==> src/rtl/imem_arbiter.sv <==
// +--------------------------------------------------------------------------+
// | imem_arbiter: two-port arbiter for a 1-cycle-latency 32-bit program RAM   |
// | Revision: 1.0                                                             |
// +--------------------------------------------------------------------------+
`default_nettype none

module imem_arbiter #(
    parameter int ADDR_W = 12,
    parameter bit RR_EN  = 1'b1
) (
    input  logic              clk,
    input  logic              rst,
    input  logic              req0,
    input  logic [31:0]       addr0,
    input  logic              we0,
    input  logic [2:0]        memop0,
    input  logic [31:0]       wdata0,
    output logic              gnt0,
    output logic              rvalid0,
    output logic              err0,
    output logic [31:0]       rdata0,
    input  logic              req1,
    input  logic [31:0]       addr1,
    input  logic              we1,
    input  logic [2:0]        memop1,
    input  logic [31:0]       wdata1,
    output logic              gnt1,
    output logic              rvalid1,
    output logic              err1,
    output logic [31:0]       rdata1,
    output logic [ADDR_W-1:0] ram_addr,
    output logic              ram_we,
    output logic [3:0]        ram_be,
    output logic [31:0]       ram_wdata,
    input  logic [31:0]       ram_rdata
);

    typedef enum logic [0:0] {S_IDLE = 1'b0, S_RESP = 1'b1} state_t;

    state_t      state_q, state_d;
    logic        last_q, last_d;
    logic        port_q, port_d;
    logic        we_q, we_d;
    logic [2:0]  memop_q, memop_d;
    logic [1:0]  off_q, off_d;
    logic        err_q, err_d;

    logic        w_grant, w_sel, w_we, w_err, w_misalign, w_valid_op;
    logic [31:0] w_addr, w_wdata, w_ext, w_resp_data;
    logic [2:0]  w_memop;
    logic [7:0]  w_byte;
    logic [15:0] w_half;
    logic        w_unused;

    always_ff @(posedge clk or posedge rst) begin
        if (rst) begin
            state_q <= S_IDLE;
            last_q  <= 1'b1;
            port_q  <= 1'b0;
            we_q    <= 1'b0;
            memop_q <= 3'b000;
            off_q   <= 2'b00;
            err_q   <= 1'b0;
        end else begin
            state_q <= state_d;
            last_q  <= last_d;
            port_q  <= port_d;
            we_q    <= we_d;
            memop_q <= memop_d;
            off_q   <= off_d;
            err_q   <= err_d;
        end
    end

    always_comb begin
        state_d   = state_q;
        last_d    = last_q;
        port_d    = port_q;
        we_d      = we_q;
        memop_d   = memop_q;
        off_d     = off_q;
        err_d     = err_q;
        w_grant   = (state_q == S_IDLE) && (req0 || req1);
        // On a tie, last_q names the previous winner; the other port goes next.
        if (req0 && req1) w_sel = RR_EN ? ~last_q : 1'b0;
        else              w_sel = ~req0;
        w_addr    = w_sel ? addr1  : addr0;
        w_we      = w_sel ? we1    : we0;
        w_memop   = w_sel ? memop1 : memop0;
        w_wdata   = w_sel ? wdata1 : wdata0;
        w_valid_op = (w_memop == 3'b000) || (w_memop == 3'b001) || (w_memop == 3'b010)
                  || (w_memop == 3'b100) || (w_memop == 3'b101);
        case (w_memop[1:0])
            2'b00:   w_misalign = 1'b0;
            2'b01:   w_misalign = w_addr[0];
            2'b10:   w_misalign = |w_addr[1:0];
            default: w_misalign = 1'b1;
        endcase
        w_err     = !w_valid_op || w_misalign;
        gnt0      = w_grant && !w_sel;
        gnt1      = w_grant && w_sel;
        ram_addr  = w_addr[ADDR_W+1:2];
        ram_we    = w_grant && w_we && !w_err;
        ram_be    = 4'b0000;
        case (w_memop[1:0])
            2'b00:   ram_wdata = {4{w_wdata[7:0]}};
            2'b01:   ram_wdata = {2{w_wdata[15:0]}};
            default: ram_wdata = w_wdata;
        endcase
        if (ram_we) begin
            case (w_memop[1:0])
                2'b00:   ram_be = 4'b0001 << w_addr[1:0];
                2'b01:   ram_be = w_addr[1] ? 4'b1100 : 4'b0011;
                default: ram_be = 4'b1111;
            endcase
        end
        if (w_grant) begin
            state_d = S_RESP;
            last_d  = w_sel;
            port_d  = w_sel;
            we_d    = w_we;
            memop_d = w_memop;
            off_d   = w_addr[1:0];
            err_d   = w_err;
        end else if (state_q == S_RESP) begin
            state_d = S_IDLE;
        end
    end

    always_comb begin
        w_byte = ram_rdata[8*off_q +: 8];
        w_half = off_q[1] ? ram_rdata[31:16] : ram_rdata[15:0];
        case (memop_q)
            3'b000:  w_ext = {{24{w_byte[7]}}, w_byte};
            3'b001:  w_ext = {{16{w_half[15]}}, w_half};
            3'b100:  w_ext = {24'h0, w_byte};
            3'b101:  w_ext = {16'h0, w_half};
            3'b010:  w_ext = ram_rdata;
            default: w_ext = 32'h0;
        endcase
        w_resp_data = (we_q || err_q) ? 32'h0 : w_ext;
        rvalid0     = (state_q == S_RESP) && !port_q;
        rvalid1     = (state_q == S_RESP) && port_q;
        err0        = rvalid0 && err_q;
        err1        = rvalid1 && err_q;
        rdata0      = rvalid0 ? w_resp_data : 32'h0;
        rdata1      = rvalid1 ? w_resp_data : 32'h0;
    end

    // Address bits above the RAM depth are intentionally ignored.
    assign w_unused = &{1'b0, w_addr[31:ADDR_W+2]};

endmodule

`default_nettype wire

==> config.mk <==
export PLATFORM = sky130hd
export DESIGN_NAME = imem_arbiter
export DESIGN_NICKNAME = d
export VERILOG_FILES = /design/src/rtl/imem_arbiter.sv
export SDC_FILE = /design/constraint.sdc
export NUM_CORES = 1
export LEC_CHECK = 0
export BUFFER_PORTS_ARGS = -buffer_cell sky130_fd_sc_hd__buf_2
export CORE_AREA = 3 3 111 113
export CTS_BUF_LIST = sky130_fd_sc_hd__clkbuf_4 sky130_fd_sc_hd__clkbuf_8 sky130_fd_sc_hd__clkbuf_16
export CTS_CLUSTER_DIAMETER = 60
export CTS_CLUSTER_SIZE = 25
export DETAILED_ROUTE_END_ITERATION = 8
export DIE_AREA = 0 0 114 116
export PLACE_DENSITY_LB_ADDON = 0.05
export SETUP_SLACK_MARGIN = 0.1
export SYNTH_ARGS = -nofsm -noshare
export SYNTH_HDL_FRONTEND = slang
export SYNTH_SLANG_ARGS = --single-unit
==> constraint.sdc <==
create_clock -name clk -period 2.5 [get_ports clk]
set_input_delay 0.125 -clock clk [delete_from_list [all_inputs] [get_ports clk]]
set_output_delay 0.125 -clock clk [all_outputs]
set_load 0.05 [all_outputs]
; ---- Word level (Yosys, flattened, before mapping)
; Cells that the tools add are included.
[totals]
ff_bits = 10
in_bits = 172
out_inout_bits = 119
[op_classes]
eq_ne = 10
shifts = 2
muxes = 16
bitwise_logic = 3
n_reduce_logical = 25
[ops]
columns = cell, count
row1 = case mux 32 bit (5 select lines), 1
row2 = 2-to-1 mux 32 bit, 4
row3 = case mux 32 bit (2 select lines), 1
row4 = indexed part select 32 x 6 -> 8 bit, 1
row5 = 2-to-1 mux 16 bit, 1
row6 = 2-to-1 mux 14 bit, 1
row7 = equality test 3 bit (second input constant), 4
row8 = logical AND 1 bit, 10
row9 = 2-to-1 mux 4 bit, 2
row10 = case mux 4 bit (2 select lines), 1
row11 = logical OR 1 bit, 7
row12 = equality test 3 x 1 -> 1 bit (second input constant), 2
row13 = equality test 3 x 2 -> 1 bit (second input constant), 2
row14 = zero test 3 bit, 2
row15 = zero test 1 bit, 4
row16 = left shift 1 x 2 -> 4 bit (first input constant), 1
row17 = 2-to-1 mux 1 bit, 3
row18 = 2-to-1 mux 3 bit, 1
row19 = NOT 1 bit, 3
row20 = case mux 1 bit (3 select lines), 1
row21 = equality test 2 x 1 -> 1 bit (second input constant), 1
row22 = equality test 2 bit (second input constant), 1
row23 = zero test 2 bit, 1
row24 = OR reduction 2 bit, 1

; ---- Depth between registers and ports, before layout
[depth]
depth_word = 13
ltp_mapped = 7
depth_no_buf = 5

; ---- Worst setup path before layout
; OpenSTA, ideal clock, no wires.
[synth_path]
path_type = reg-to-output
start = register memop_q[0]
end = output port rdata1[15]
arrival_time_ns = 2.411
t_required_ns = 2.375
setup_slack_ns = -0.036
path_stages_with_launch = 7
n_path_buf = 2
cell_sequence = dfrtp_1 buf_2 or2_4 a21oi_4 buf_2 nand2_1 o21ai_0
[synth_via]
elab_chain_len = 4
elab_cells_between_ends = 8
cone_classes = 4 x eq/ne / 3 x mux / 1 x reduce/logical
[synth_lines]
columns = item, line_no
row1 = from (decl), 44  ; logic [2:0] memop_q, memop_d;
row2 = from (signal assigned), 69  ; memop_q <= memop_d;
row3 = equality test 3 x 2 -> 1 bit (tied with other cells), 133  ; case (memop_q)
row4 = case mux 32 bit (5 select lines) (*), 133
row5 = 2-to-1 mux 32 bit (*), 141  ; w_resp_data = (we_q || err_q) ? 32'h0 : w_ext;
row6 = 2-to-1 mux 32 bit (*), 147  ; rdata1 = rvalid1 ? w_resp_data : 32'h0;
row7 = to (decl), 30  ; output logic [31:0] rdata1,
; Mark *: on every way between the ends. The rest lies on a longest branch, timed or not.

; ---- Final worst setup path
[layout_path]
start = register last_q
end = output port ram_wdata[15]
[layout_via]
elab_chain_len = 5
elab_cells_between_ends = 7
cone_classes = 1 x eq/ne / 4 x mux / 1 x bitwise / 1 x reduce/logical
[layout_lines]
columns = item, line_no
row1 = from (decl), 41  ; logic last_q, last_d;
row2 = from (signal assigned), 66  ; last_q <= last_d;
row3 = NOT 1 bit (*), 85  ; if (req0 && req1) w_sel = RR_EN ? ~last_q : 1'b0;
row4 = 2-to-1 mux 1 bit (*), 85
row5 = 2-to-1 mux 3 bit, 89  ; w_memop = w_sel ? memop1 : memop0;
row6 = equality test 2 x 1 -> 1 bit / zero test 2 bit (equally long branches), 105  ; case (w_memop[1:0])
row7 = case mux 32 bit (2 select lines) (*), 105
row8 = to (decl), 34  ; output logic [31:0] ram_wdata,
; Marked as above.

==> metrics <==
period utilization=between 90% and 100%; drt via density=5.122; global-route wire length before repair=approximately 22,000 um; core area=approximately 11,000 sq um; Mapped Avg Cell Area=between 7 and 8 sq um; Starting Density=26.44%; Synth top cells by count=76 x nand2_1, 42 x mux2_2, 33 x a21oi_1, 29 x nor2_1, 27 x nand3_1; RSZ-0062 raised after global routing=true; Yosys cell types=59; Post-Syn Area=between 3000 and 4000 sq um; layout cells sized above 1=roughly 55%; Buf/Inv on CP=1; Slowest cell on crit path=a2111o_2; routed via count=about 4,100; HP Class=primary input to register; Synth top area share=between 15 and 20%; number of antenna violations at the first check in global routing=0; r2r startpoint=last_q; ranking of synthesized cells by area=mux2_2 16%, nand2_1 9.4%, dfrtp_1 7.5%; Pwr Density=roughly 510 nW/um^2; Worst Path Required=between 2000 and 2500 ps; WP depth=5; CP startpoint=last_q; DRC=0; Crit Reg-Reg Endpoint=err_q; area grow syn2layout=56.24%; max-slew violation count=0; Worst Skew=roughly 3.2 ps; ys flop type=dfrtp_1; worst hold slack=160.7 ps; TritonCTS Buffers=3; Antenna Cells=0; clock latency on the worst-skew pair=240 ps; Post-synth EDFFs=0; critical path cell sequence=nand2b_4 -> nand2_1 -> a2111o_2 -> mux2_4 -> buf_4; CP Capture Point=ram_wdata[15]; Die Wd=114 um; max-cap check violation count=0; vias in the first global route=slightly above 4,000; largest net degree at the start of global routing=33; status=finished, final reports clean; Post-DP HPWL=between 10,000 and 15,000 um; critical path's largest stage delay=650 ps; final net count=around 830; post-route ant nets=0; Startpoint Class=register; Reg clk slew, reported paths=approximately 40 ps; die area=~13,000 sq um; clock sinks=10; CP Class=register to output port; ys async rst share=100.0%; Max clock buf depth=2; Post-Syn Instances=roughly 420; Worst Max-Slew Pin Slew=~650 ps; minimum clock period=2367 ps; P_leak=about 2.5 nW; Yosys Warn Count=0; Ports=a little under 300; num rows=39; Peak VDD IR=roughly 0.00026 V; CTS tree=yes; Post-Syn Nets=595; grt ovf=0; most frequent cell after synthesis=nand2_1; die height=approximately 120 um; total negative slack=0 ps; final setup fails=0; final hold vios=0; initial DRC count=roughly 140; Crit Path Max Fanout=8; WL final=roughly 14,000 um; CTS root buffer=clkbuf_16; synthesized flop and latch total=10; R2R cell count=6; Worst path top cell family by delay=compound AO/OA/AOI/OAI gates; fmax=422.4 MHz; post-synthesis sequential area ratio=roughly 8.3%; routed len/inst=18.04 um; Port Buffers=roughly 250; drt first pass iters=4; GPL Wtd Cong=approximately 0.86; crit path capture type=output port; max_slew headroom=56.07%; fin util=between 40% and 50%; R2R Setup Slk=~740 ps; Synth area leader=mux2_2; crit path DAT=around 2200 ps; global-route usage over all layers=between 20% and 30%; H-tree depth=1
-- metrics by stage --
step / power (mW) / cells / setup slack (ps) / area, sq um
6_report: 2.423 / 803 / 132.7 / 4717
2_1_floorplan: 1.591 / 423 / 119.5 / 3019
3_3_place_gp: 1.957 / 790 / 264.5 / 4320
4_1_cts: 2.344 / 798 / 32.46 / 4547
3_5_place_dp: 1.969 / 790 / 264.0 / 4320
5_1_grt: 2.565 / 803 / 69.04 / 4717
-- registers in the layout, summed over array words and instances (netlist names) --
name and flops:
last_q 1, memop_q 3, off_q 2, state_q 1, we_q 1, err_q 1, port_q 1
-- area by class of cell --
class                           instances  area, sq um
Clock buffer                            4        82.58
Sequential cell                        10        252.7
Fill cell                            1245         6701
Inverter                                7        26.28
Tap cell                              143        178.9
Timing Repair Buffer                  280         1665
Multi-Input combinational cell        359         2511
-- cell usage in the layout, fill, tap and decap left out, types with 12 or more instances in the layout --
cell type | synthesis | routed
nand3_1 | 27 | 26
mux2i_1 | 22 | 22
nand2_1 | 76 | 76
buf_4 | 13 | 24
nor2_1 | 29 | 29
o21ai_0 | 16 | 12
buf_2 | 16 | 234
mux2_4 | 9 | 17
a21oi_1 | 33 | 33
o211ai_1 | 17 | 17
mux2_2 | 42 | 34
buf_6 | 2 | 13
-- worst min-delay path by stage --
stage / startpoint / end / cells after the start
after detailed placement: rst / state_q / 2
final: memop1[2] / memop_q[2] / 3
after CTS: memop1[2] / memop_q[2] / 3
after global placement: rst / port_q / 2
after global routing: memop0[2] / memop_q[2] / 3
after floorplan: rst / err_q / 1
-- logic make-up after synthesis --
kind of cell           after synthesis  share of synthesized area, %
buffers and inverters               54                         10.61
DFF                                 10                         8.330
AOI/OAI and AO/OA                  104                         23.17
muxes                               74                         28.18
and+or+nand+nor                    181                         29.71
-- worst reg2reg max path: stages (launching register included) --
cell,delay (ps)
dfstp_2,550
and2b_2,250
nor2_4,140
buf_6,140
buf_4,160
o221a_2,320
o211a_1,160
-- metal layers --
| layer | GRT usage [%] | up-vias | wire, um |
|---|---|---|---|
| met4 | 4.671 | 0 | 234 |
| met3 | 4.125 | 19 | 1223 |
| met2 | 37.55 | 191 | 7595 |
| met1 | 23.25 | 1885 | 5429 |
| met5 | 0 | - | 0 |
| li1 | - | 2018 | - |
-- power by group --
| part | internal [mW] | switching, mW |
|---|---|---|
| clock network | 0.224 | 0.0722 |
| registers | 0.200 | 0.0423 |
| logic | 0.669 | 1.22 |
| total | 1.09 | 1.33 |
-- repair_timing --
item,4_1_cts,5_1_grt
hold endpoints to repair,9,0
hold buffers,1,0
cloned,1,1
setup endpoints to repair,50,76
pin swaps,1,1
resized for setup,27,38
buffers inserted,2,4
No activity file was read; power rests on OpenSTA's default activity.
